## src/rtl/btle_tx_sequencer.sv

```systemverilog
// Launch/load controller in front of btle_tx: forwards table/PDU loads, derives
// preamble and on-air access address, and sequences repeated transmissions.
module btle_tx_sequencer #(
    parameter int CRC_STATE_BIT_WIDTH      = 24,
    parameter int CHANNEL_NUMBER_BIT_WIDTH = 6,
    parameter int GAUSS_FILTER_BIT_WIDTH   = 16,
    parameter int NUM_TAP_HALF             = 9,
    parameter int SIN_COS_ADDR_BIT_WIDTH   = 11,
    parameter int IQ_BIT_WIDTH             = 8,
    parameter int PDU_ADDR_BIT_WIDTH       = 6,
    parameter int GAP_BIT_WIDTH            = 16,
    parameter int MAX_SAMPLE               = 4095
) (
    input  logic                                clk,
    input  logic                                rst,
    input  logic                                ld_valid,
    output logic                                ld_ready,
    input  logic [1:0]                          ld_sel,
    input  logic [SIN_COS_ADDR_BIT_WIDTH-1:0]   ld_addr,
    input  logic [GAUSS_FILTER_BIT_WIDTH-1:0]   ld_data,
    input  logic                                ld_last,
    input  logic [CHANNEL_NUMBER_BIT_WIDTH-1:0] channel_number_in,
    input  logic [31:0]                         access_address_in,
    input  logic [CRC_STATE_BIT_WIDTH-1:0]      crc_init_in,
    input  logic [7:0]                          repeat_count,
    input  logic [GAP_BIT_WIDTH-1:0]            gap_cycles,
    input  logic                                start,
    input  logic                                abort,
    output logic [3:0]                          gauss_filter_tap_index,
    output logic [GAUSS_FILTER_BIT_WIDTH-1:0]   gauss_filter_tap_value,
    output logic [SIN_COS_ADDR_BIT_WIDTH-1:0]   cos_table_write_address,
    output logic [IQ_BIT_WIDTH-1:0]             cos_table_write_data,
    output logic [SIN_COS_ADDR_BIT_WIDTH-1:0]   sin_table_write_address,
    output logic [IQ_BIT_WIDTH-1:0]             sin_table_write_data,
    output logic [PDU_ADDR_BIT_WIDTH-1:0]       pdu_octet_mem_addr,
    output logic [7:0]                          pdu_octet_mem_data,
    output logic [7:0]                          preamble,
    output logic [31:0]                         access_address,
    output logic [CRC_STATE_BIT_WIDTH-1:0]      crc_state_init_bit,
    output logic                                crc_state_init_bit_load,
    output logic [CHANNEL_NUMBER_BIT_WIDTH-1:0] channel_number,
    output logic                                channel_number_load,
    output logic                                tx_start,
    input  logic                                iq_valid,
    input  logic                                iq_valid_last,
    output logic                                busy,
    output logic                                done,
    output logic                                err_timeout,
    output logic [11:0]                         sample_count,
    output logic [7:0]                          pkt_count
);

    localparam logic [2:0] ST_IDLE = 3'd0;
    localparam logic [2:0] ST_CFG  = 3'd1;
    localparam logic [2:0] ST_ARM  = 3'd2;
    localparam logic [2:0] ST_TX   = 3'd3;
    localparam logic [2:0] ST_GAP  = 3'd4;

    localparam logic [SIN_COS_ADDR_BIT_WIDTH-1:0] TAP_LAST   = SIN_COS_ADDR_BIT_WIDTH'(NUM_TAP_HALF - 1);
    localparam logic [SIN_COS_ADDR_BIT_WIDTH-1:0] TABLE_LAST = '1;
    localparam logic [11:0]                       SAMPLE_MAX = 12'(MAX_SAMPLE);

    logic [2:0]                          state_q, state_d;
    logic                                tap_ok_q, tap_ok_d, cos_ok_q, cos_ok_d;
    logic                                sin_ok_q, sin_ok_d, pdu_ok_q, pdu_ok_d;
    logic [3:0]                          tap_index_q, tap_index_d;
    logic [GAUSS_FILTER_BIT_WIDTH-1:0]   tap_value_q, tap_value_d;
    logic [SIN_COS_ADDR_BIT_WIDTH-1:0]   cos_addr_q, cos_addr_d, sin_addr_q, sin_addr_d;
    logic [IQ_BIT_WIDTH-1:0]             cos_data_q, cos_data_d, sin_data_q, sin_data_d;
    logic [PDU_ADDR_BIT_WIDTH-1:0]       pdu_addr_q, pdu_addr_d;
    logic [7:0]                          pdu_data_q, pdu_data_d;
    logic [7:0]                          preamble_q, preamble_d;
    logic [31:0]                         aa_q, aa_d;
    logic [CRC_STATE_BIT_WIDTH-1:0]      crc_q, crc_d;
    logic [CHANNEL_NUMBER_BIT_WIDTH-1:0] chan_q, chan_d;
    logic [7:0]                          repeat_q, repeat_d;
    logic [GAP_BIT_WIDTH-1:0]            gap_cnt_q, gap_cnt_d;
    logic [11:0]                         sample_count_q, sample_count_d;
    logic [7:0]                          pkt_count_q, pkt_count_d;
    logic                                done_q, done_d;
    logic                                err_q, err_d;
    logic                                ld_fire;
    logic                                all_ok;

    // Load handshake: a beat transfers on a cycle where ld_valid && ld_ready;
    // ld_ready is high only while idle and out of reset, and never depends on ld_valid.
    assign ld_ready = (state_q == ST_IDLE) && !rst;
    assign ld_fire  = ld_valid && ld_ready;
    assign all_ok   = tap_ok_q && cos_ok_q && sin_ok_q && pdu_ok_q;

    always_comb begin
        tap_ok_d    = tap_ok_q;
        cos_ok_d    = cos_ok_q;
        sin_ok_d    = sin_ok_q;
        pdu_ok_d    = pdu_ok_q;
        tap_index_d = tap_index_q;
        tap_value_d = tap_value_q;
        cos_addr_d  = cos_addr_q;
        cos_data_d  = cos_data_q;
        sin_addr_d  = sin_addr_q;
        sin_data_d  = sin_data_q;
        pdu_addr_d  = pdu_addr_q;
        pdu_data_d  = pdu_data_q;
        if (ld_fire) begin
            case (ld_sel)
                2'd0: begin
                    tap_index_d = ld_addr[3:0];
                    tap_value_d = ld_data;
                    if (ld_addr == TAP_LAST) tap_ok_d = 1'b1;
                end
                2'd1: begin
                    cos_addr_d = ld_addr;
                    cos_data_d = ld_data[IQ_BIT_WIDTH-1:0];
                    if (ld_addr == TABLE_LAST) cos_ok_d = 1'b1;
                end
                2'd2: begin
                    sin_addr_d = ld_addr;
                    sin_data_d = ld_data[IQ_BIT_WIDTH-1:0];
                    if (ld_addr == TABLE_LAST) sin_ok_d = 1'b1;
                end
                default: begin
                    pdu_addr_d = ld_addr[PDU_ADDR_BIT_WIDTH-1:0];
                    pdu_data_d = ld_data[7:0];
                    if (ld_last) pdu_ok_d = 1'b1;
                end
            endcase
        end
    end

    // Advertising channels 37..39 use the alternate preamble.
    always_comb begin
        preamble_d = 8'h55;
        if (channel_number_in == CHANNEL_NUMBER_BIT_WIDTH'(37) ||
            channel_number_in == CHANNEL_NUMBER_BIT_WIDTH'(38) ||
            channel_number_in == CHANNEL_NUMBER_BIT_WIDTH'(39))
            preamble_d = 8'hAA;
        aa_d = {access_address_in[7:0], access_address_in[15:8],
                access_address_in[23:16], access_address_in[31:24]};
    end

    always_comb begin
        state_d        = state_q;
        crc_d          = crc_q;
        chan_d         = chan_q;
        repeat_d       = repeat_q;
        gap_cnt_d      = gap_cnt_q;
        sample_count_d = sample_count_q;
        pkt_count_d    = pkt_count_q;
        done_d         = 1'b0;
        err_d          = err_q;
        case (state_q)
            ST_IDLE: begin
                if (start && all_ok) begin
                    state_d     = ST_CFG;
                    chan_d      = channel_number_in;
                    crc_d       = crc_init_in;
                    repeat_d    = repeat_count;
                    pkt_count_d = 8'd0;
                    err_d       = 1'b0;
                end
            end
            ST_CFG: state_d = ST_ARM;
            ST_ARM: begin
                sample_count_d = 12'd0;
                state_d        = ST_TX;
            end
            ST_TX: begin
                if (iq_valid && sample_count_q != SAMPLE_MAX)
                    sample_count_d = sample_count_q + 12'd1;
                if (iq_valid_last) begin
                    pkt_count_d = pkt_count_q + 8'd1;
                    if (pkt_count_q == repeat_q) begin
                        state_d = ST_IDLE;
                        done_d  = 1'b1;
                    end else begin
                        state_d   = ST_GAP;
                        gap_cnt_d = gap_cycles;
                    end
                end else if (sample_count_d == SAMPLE_MAX) begin
                    err_d   = 1'b1;
                    state_d = ST_IDLE;
                end
            end
            ST_GAP: begin
                // A gap of 0 or 1 both spend a single cycle here.
                if (gap_cnt_q <= GAP_BIT_WIDTH'(1)) state_d = ST_ARM;
                else gap_cnt_d = gap_cnt_q - GAP_BIT_WIDTH'(1);
            end
            default: state_d = ST_IDLE;
        endcase
        // Abort drops the sequence but keeps the counters; a coincident last sample still counts.
        if (abort && state_q != ST_IDLE) begin
            state_d = ST_IDLE;
            done_d  = 1'b0;
            err_d   = err_q;
            if (state_q != ST_TX) sample_count_d = sample_count_q;
        end
    end

    always_ff @(posedge clk) begin
        if (rst) begin
            state_q        <= ST_IDLE;
            tap_ok_q       <= 1'b0;
            cos_ok_q       <= 1'b0;
            sin_ok_q       <= 1'b0;
            pdu_ok_q       <= 1'b0;
            tap_index_q    <= '0;
            tap_value_q    <= '0;
            cos_addr_q     <= '0;
            cos_data_q     <= '0;
            sin_addr_q     <= '0;
            sin_data_q     <= '0;
            pdu_addr_q     <= '0;
            pdu_data_q     <= '0;
            preamble_q     <= 8'h55;
            aa_q           <= '0;
            crc_q          <= '0;
            chan_q         <= '0;
            repeat_q       <= '0;
            gap_cnt_q      <= '0;
            sample_count_q <= '0;
            pkt_count_q    <= '0;
            done_q         <= 1'b0;
            err_q          <= 1'b0;
        end else begin
            state_q        <= state_d;
            tap_ok_q       <= tap_ok_d;
            cos_ok_q       <= cos_ok_d;
            sin_ok_q       <= sin_ok_d;
            pdu_ok_q       <= pdu_ok_d;
            tap_index_q    <= tap_index_d;
            tap_value_q    <= tap_value_d;
            cos_addr_q     <= cos_addr_d;
            cos_data_q     <= cos_data_d;
            sin_addr_q     <= sin_addr_d;
            sin_data_q     <= sin_data_d;
            pdu_addr_q     <= pdu_addr_d;
            pdu_data_q     <= pdu_data_d;
            preamble_q     <= preamble_d;
            aa_q           <= aa_d;
            crc_q          <= crc_d;
            chan_q         <= chan_d;
            repeat_q       <= repeat_d;
            gap_cnt_q      <= gap_cnt_d;
            sample_count_q <= sample_count_d;
            pkt_count_q    <= pkt_count_d;
            done_q         <= done_d;
            err_q          <= err_d;
        end
    end

    assign gauss_filter_tap_index  = tap_index_q;
    assign gauss_filter_tap_value  = tap_value_q;
    assign cos_table_write_address = cos_addr_q;
    assign cos_table_write_data    = cos_data_q;
    assign sin_table_write_address = sin_addr_q;
    assign sin_table_write_data    = sin_data_q;
    assign pdu_octet_mem_addr      = pdu_addr_q;
    assign pdu_octet_mem_data      = pdu_data_q;
    assign preamble                = preamble_q;
    assign access_address          = aa_q;
    assign crc_state_init_bit      = crc_q;
    assign channel_number          = chan_q;
    assign crc_state_init_bit_load = (state_q == ST_CFG);
    assign channel_number_load     = (state_q == ST_CFG);
    assign tx_start                = (state_q == ST_ARM);
    assign busy                    = (state_q != ST_IDLE);
    assign done                    = done_q;
    assign err_timeout             = err_q;
    assign sample_count            = sample_count_q;
    assign pkt_count               = pkt_count_q;

endmodule

```

## config.mk

```make
export PLATFORM = sky130hd
export DESIGN_NAME = btle_tx_sequencer
export DESIGN_NICKNAME = d
export VERILOG_FILES = /design/src/rtl/btle_tx_sequencer.sv
export SDC_FILE = /design/constraint.sdc
export NUM_CORES = 1
export LEC_CHECK = 0
export ABC_AREA = 1
export CELL_PAD_IN_SITES_DETAIL_PLACEMENT = 2
export CELL_PAD_IN_SITES_GLOBAL_PLACEMENT = 2
export CORE_MARGIN = 4
export CORE_UTILIZATION = 25
export CTS_CLUSTER_DIAMETER = 150
export CTS_CLUSTER_SIZE = 40
export DETAILED_ROUTE_END_ITERATION = 6
export PLACE_DENSITY_LB_ADDON = 0.12
export SYNTH_ARGS = -nofsm -noshare
export SYNTH_HDL_FRONTEND = slang
export SYNTH_SLANG_ARGS = --single-unit
```

## constraint.sdc

```tcl
create_clock -name clk -period 3.2 [get_ports clk]
set_clock_uncertainty 0.1 [all_clocks]
set_input_delay 0.48 -clock clk [delete_from_list [all_inputs] [get_ports clk]]
set_output_delay 0.48 -clock clk [all_outputs]
set_load 0.02 [all_outputs]
```

==> results of run 1 <==
-- flip-flops by register name, summed over array words and instances, names as in the netlist, 2 cells and up --
name	count
access_address	32
crc_state_init_bit	24
gap_cnt_q	16
gauss_filter_tap_value	16
sample_count	12
cos_table_write_address	11
sin_table_write_address	11
cos_table_write_data	8
pdu_octet_mem_data	8
pkt_count	8
repeat_q	8
sin_table_write_data	8
channel_number	6
pdu_octet_mem_addr	6
gauss_filter_tap_index	4
state_q	3
preamble	2
-- routing by layer --
metal | vias to the layer above | wire length, um | global-route usage (%)
met4 | 6 | 540 | 5.194
met3 | 28 | 2257 | 6.598
met2 | 195 | 13970 | 29.09
met5 | - | 37 | 0
met1 | 3705 | 12450 | 20.95
li1 | 3816 | - | -
-- layout by cell type, fill, tap and decap left out, types with 5 or more instances in the layout --
| cell type | synthesis | final |
|---|---|---|
| clkdlybuf4s50_1 | 0 | 290 |
| nor2_1 | 242 | 242 |
| dfxtp_1 | 189 | 189 |
| o21ai_0 | 134 | 134 |
| nand2_1 | 119 | 119 |
| inv_1 | 94 | 93 |
| a21oi_1 | 68 | 68 |
| nand3_1 | 25 | 25 |
| clkbuf_16 | 0 | 17 |
| nand4_1 | 14 | 14 |
| xnor2_1 | 11 | 11 |
| inv_2 | 9 | 10 |
| nor3_1 | 9 | 9 |
| buf_4 | 8 | 9 |
| nor2_2 | 7 | 7 |
| nand2_2 | 7 | 7 |
| o211ai_1 | 5 | 5 |
-- Yosys cell counts, drive strengths merged (3+ instances only) --
| cell type | instances | area share (%) |
|---|---|---|
| nor2 | 251 | 13 |
| nand3 | 28 | 2.0 |
| a211oi | 4 | 0.39 |
| nand2 | 126 | 6.4 |
| o21ai | 137 | 9.0 |
| xor2 | 4 | 0.46 |
| inv | 103 | 5.1 |
| ha | 4 | 0.66 |
| dfxtp | 189 | 50 |
| o211ai | 5 | 0.49 |
| buf | 25 | 1.9 |
| or2 | 4 | 0.33 |
| a31oi | 4 | 0.33 |
| clkbuf | 28 | 1.4 |
| nand4 | 14 | 1.1 |
| a21oi | 69 | 4.7 |
| nor3 | 11 | 0.94 |
| xnor2 | 11 | 1.3 |
| nor4 | 3 | 0.25 |
-- per-stage QoR --
step	cells	setup WS, ps
6_report	1700	708.0
5_1_grt	1700	450.7
3_3_place_gp	1667	650.9
3_5_place_dp	1667	594.6
2_1_floorplan	1028	1190
4_1_cts	1699	611.4
-- worst max-delay path: cells and delay by family (launching register included) --
family        cells  cell delay, ps
simple gates      3             430
buf+inv           1             670
flops             1             380
-- where the power goes --
group | internal, uW | total, uW | switching, uW
Combinational | 265 | 515 | 250
Clock | 1130 | 2180 | 1050
Sequential | 2400 | 2430 | 21.9
-- layout make-up --
type	count	area [sq um]	area share, %
Sequential cell	189	3784	33.01
Multi-Input combinational cell	681	3188	27.81
Timing Repair Buffer	302	3015	26.30
Tap cell	390	488.0	4.257
Clock buffer	18	439.2	3.831
Inverter	105	394.1	3.438
Clock inverter	14	152.6	1.332
Antenna cell	1	2.502	0.02183
-- how the worst max path moves through the flow --
stage | to | slack (ps) | cells past startpoint
2_1_floorplan | state_q[0]$_SDFFE_PP0P_ | 1190 | 15
3_3_place_gp | pkt_count[7]$_SDFFE_PP0P_ | 650 | 11
3_5_place_dp | pkt_count[7]$_SDFFE_PP0P_ | 590 | 11
4_1_cts | crc_state_init_bit_load | 610 | 3
5_1_grt | state_q[1]$_SDFFE_PP0P_ | 450 | 14
6_report | ld_ready | 710 | 4
-- cell families after synthesis --
kind of cell | count (synthesis) | synth area share, %
adder cells (fa/ha/maj) | 4 | 0.6569
XOR/XNOR | 15 | 1.724
buffers and inverters | 158 | 8.491
AND/OR/NAND/NOR | 439 | 24.13
AO/OA/AOI/OAI | 223 | 15.34
flip-flops | 189 | 49.66
==> results.cfg, run 1 <==
[critical_path]
path_common_cell = nor2_2
path_max_fanout = 5
path_cells = nor2_2, nand2_2, nor2_2, clkdlybuf4s50_1
startpoint = state_q[1]$_SDFFE_PP0P_
cp_slowest_cell = clkdlybuf4s50_1
cpPeakStageDelay_ps = 670
r2r_slack_ps = 840
rr_worst_depth = 14
crit_required_ps = 2620
reg2reg_from = sample_count[0]$_SDFFE_PP0P_
r2r-end = state_q[0]$_SDFFE_PP0P_
path_class = flip-flop to output port
start_kind = flip-flop
arrival_ps = 1910
worstSetupEndpointType = output port

[place]
gp_congestion = 0.7655
place_area_sq_mm = 0.01087
hpwl_um = 21740
portBuffers = 291

[die]
ioPinCount = 292
die_w_um = 182.6
die_area_sq_mm = 0.03333
core_sq_mm = 0.02987
num_rows = 63
start_util_pct = 25.50
die_h_um = 182.6

[grt]
grt_usage_pct = 17.45
grt_pass1_vias = 8318
grt_pass1_wl_um = 46310
grt_overflow = 0
grt_max_degree = 65
antenna_found_initial = 4

[clocking]
clockBufferDepth = 2
clock_latency_ps = 430
cts_resized = 0
clkTransAtPathRegs_ps = 80
cts_tree = done
cts_setup_buffers = 0
cts_buffers = 17
htreeDepth = 4
postCtsHoldBufs = 0
cts-root-buf = clkbuf_16
cts.sinks = 189

[pwr]
total_power_uw = 5125
power.density_mw_per_mm2 = 447.1
irDropWorstVdd_mv = 0.2845
p_leak_uw = 0.004471

[sta]
max_freq_mhz = 401.3
relSlewSlack_pct = 47.29
layout_worst_path_cycle_share_pct = 77.88
worst_pin_slew_ps = 790.6
whs_ps = 358.9
setup_viol = 0
drv_slew = 0
hold_viol_final = 0
rsz0062_at_grt = false
tns_ps = 0
period_needed_ps = 2492

[drt]
drt_iter0_markers = 271
routedWlPerCell_um = 17.20
drt_pass1_iterations = 4
vias = 7750
via_per_inst = 4.559
drcViolationCount = 0
detail-route-antenna-nets = 0
drt_wl_total_um = 29250

[synth]
yosys_warnings = 0
postSynthAreaPerCell_sq_um = 7.411
synthArstFlopShare_pct = 0
synth_ff_type = dfxtp_1
seq_area_frac_synth_pct = 49.66
ys_types = 38
syn_nets = 1155
synth_area_sq_mm = 0.007619
postSynthCellCount = 1028
ys_ff_latch = 189
synth_edf_count = 0

[layout]
drive_gt1_share_pct = 6.112
layout-area-overhead-vs-synth_pct = 50.47
finalInstanceArea_sq_mm = 0.01146
fillerInstances = 3477
fin_nets = 1423
post-route-util_pct = 38.37

[worst_hold_path]
min_from = tap_ok_q$_SDFFE_PP0P_
holdPathEnd = tap_ok_q$_SDFFE_PP0P_
hold_class = flip-flop to flip-flop
holdPathStages = 2

[flow_run]
cap_violations = 0

[outcome]
status = finished, final reports clean
No activity file was read; power rests on OpenSTA's default activity.
==> inputs of run 2 (changes only) <==
- CORE_UTILIZATION: 25 -> 23
- clock period: 3.2 -> 2.3 ns (I/O delays scaled with it)
==> run 2 against run 1 <==
  * Via count up 2.8%
  * Sequential share of layout area down 1.2 points
  * Non-clock buffer count up 40
  * Clock power up 50%
  * Largest power group unchanged
==> results.cfg, run 2 (synthesized netlist as in run 1, its figures left out) <==
[clocking]
cts-root-buf = clkbuf_16
clock_latency_ps = 450
cts_tree = done
htreeDepth = 4
clkTransAtPathRegs_ps = 70
cts.sinks = 189
cts_setup_buffers = 0
clockBufferDepth = 2
cts_buffers = 17

[layout]
seq_area_sq_mm = 0.003786
most-common-layout-cells = clkdlybuf4s50_1 (285), nor2_1 (240), dfxtp_1 (187), o21ai_0 (134), nand2_1 (118)
drive_gt1_share_pct = 9.340
largest_reg_flops = 32
insertedDiodeCount = 0
finalInstanceArea_sq_mm = 0.01192
fin_nets = 1463
layout_commonest_cell = clkdlybuf4s50_1
multi_input_area_sq_mm = 0.003223
fillerInstances = 3739
layout-area-overhead-vs-synth_pct = 56.41

[critical_path]
crit_buf_inv = 2
path_class = flip-flop to output port
worstSetupEndpointType = output port
arrival_ps = 1620
cpPeakStageDelay_ps = 600
start_kind = flip-flop
cpLargestDelayFamily = buffers and inverters
crit_required_ps = 1860
path_cells = buf_4, clkdlybuf4s50_1
path_max_fanout = 5
cp_slowest_cell = clkdlybuf4s50_1

[pwr]
irDropWorstVdd_mv = 0.5161
power.density_mw_per_mm2 = 618.5
p_leak_uw = 0.004746
total_power_uw = 7371

[place]
place_area_sq_mm = 0.01125
hpwl_um = 23380
portBuffers = 291
gp_congestion = 0.7634
dpl_worst_slack_ps = -32.24

[sta]
period_needed_ps = 2069
layout_worst_path_cycle_share_pct = 89.96
hold_viol_final = 0
layout_setup_ws_ps = 231.0
max_freq_mhz = 483.3
whs_ps = 299.8
worst_pin_slew_ps = 552.1
relSlewSlack_pct = 63.19
rsz0062_at_grt = false
drv_slew = 0
tns_ps = 0
setup_viol = 0

[drt]
drt_pass1_iterations = 4
detail-route-antenna-nets = 0
via_per_inst = 4.448
drcViolationCount = 0
drt_wl_total_um = 30620
drt_iter0_markers = 161
vias = 7966
routedWlPerCell_um = 17.10

[die]
num_rows = 66
start_util_pct = 23.36
die_h_um = 190
core_sq_mm = 0.03262
die_w_um = 190
die_area_sq_mm = 0.03610
ioPinCount = 292

[worst_hold_path]
hold_class = input port to flip-flop

[grt]
grt_pass1_vias = 8822
grt_max_degree = 47
grt_usage_pct = 16.98
grt_overflow = 0
grt_pass1_wl_um = 48450
antenna_found_initial = 3

[outcome]
status = finished, final reports clean

[flow_run]
cap_violations = 0
==> run 2: changes by cell type in the layout (fill, tap and decap cells not counted), sizes merged <==
| cell | previous run | this run |
|---|---|---|
| bufinv | 1 | 3 |
| inv | 110 | 106 |
| diode | 1 | 0 |
| clkbuf | 18 | 22 |
| buf | 12 | 52 |
| dlymetal6s2s | 0 | 1 |
| clkinv | 7 | 5 |
| dlygate4sd2 | 0 | 4 |
| clkdlybuf4s50 | 290 | 285 |
==> run 2: worst paths after layout <==
kind | from | end | slack (ps) | cells past startpoint
max | sample_count[2]$_SDFFE_PP0P_ | sample_count[2] | 230 | 2
min | rst | sample_count[11]$_SDFFE_PP0P_ | 300 | 3
max reg2reg | sample_count[1]$_SDFFE_PP0P_ | state_q[0]$_SDFFE_PP0P_ | 270 | 15
min reg2reg | tap_ok_q$_SDFFE_PP0P_ | tap_ok_q$_SDFFE_PP0P_ | 360 | 2
==> run 2: metal layers <==
metal	up-vias	track usage [%]	wire, um
met5	-	0	25
met4	6	4.285	401
met3	28	6.294	2170
met2	173	30.08	15170
met1	3866	19.36	12860
li1	3893	-	-
==> run 2: worst register-to-register path, delay by kind of cell, from the launching register on <==
kind / cells / cell delay (ps)
flip-flops: 1 / 340
buffers and inverters: 1 / 190
adder cells (fa/ha/maj): 1 / 210
AO/OA/AOI/OAI: 1 / 100
AND/OR/NAND/NOR: 12 / 1000
==> run 2: power breakdown <==
group | total [uW] | internal, uW | switching (uW) | leakage [uW]
clock network | 3260 | 1850 | 1410 | 0.000308
registers | 3380 | 3350 | 30.2 | 0.00154
logic | 733 | 379 | 354 | 0.00290
==> run 2: layout make-up <==
cell class / count / area share, %
Clock buffer: 22 / 4.063
Tap cell: 442 / 4.641
Clock inverter: 10 / 1.260
Sequential cell: 189 / 31.77
Multi-Input combinational cell: 681 / 27.05
Inverter: 105 / 3.307
Timing Repair Buffer: 342 / 27.91
==> run 2: repair_timing <==
| action | CTS | global route |
|---|---|---|
| endpoints found under the setup margin | 4 | 6 |
| hold buffers | 0 | 0 |
| gates resized for setup | 5 | 10 |
| gates cloned | 0 | 0 |
==> run 2: metrics by stage <==
stage	instances	util, %
after floorplan	1028	-
after global placement	1759	34.48
after detailed placement	1759	34.48
after CTS	1791	36.43
after global routing	1791	36.53
final	1791	36.53
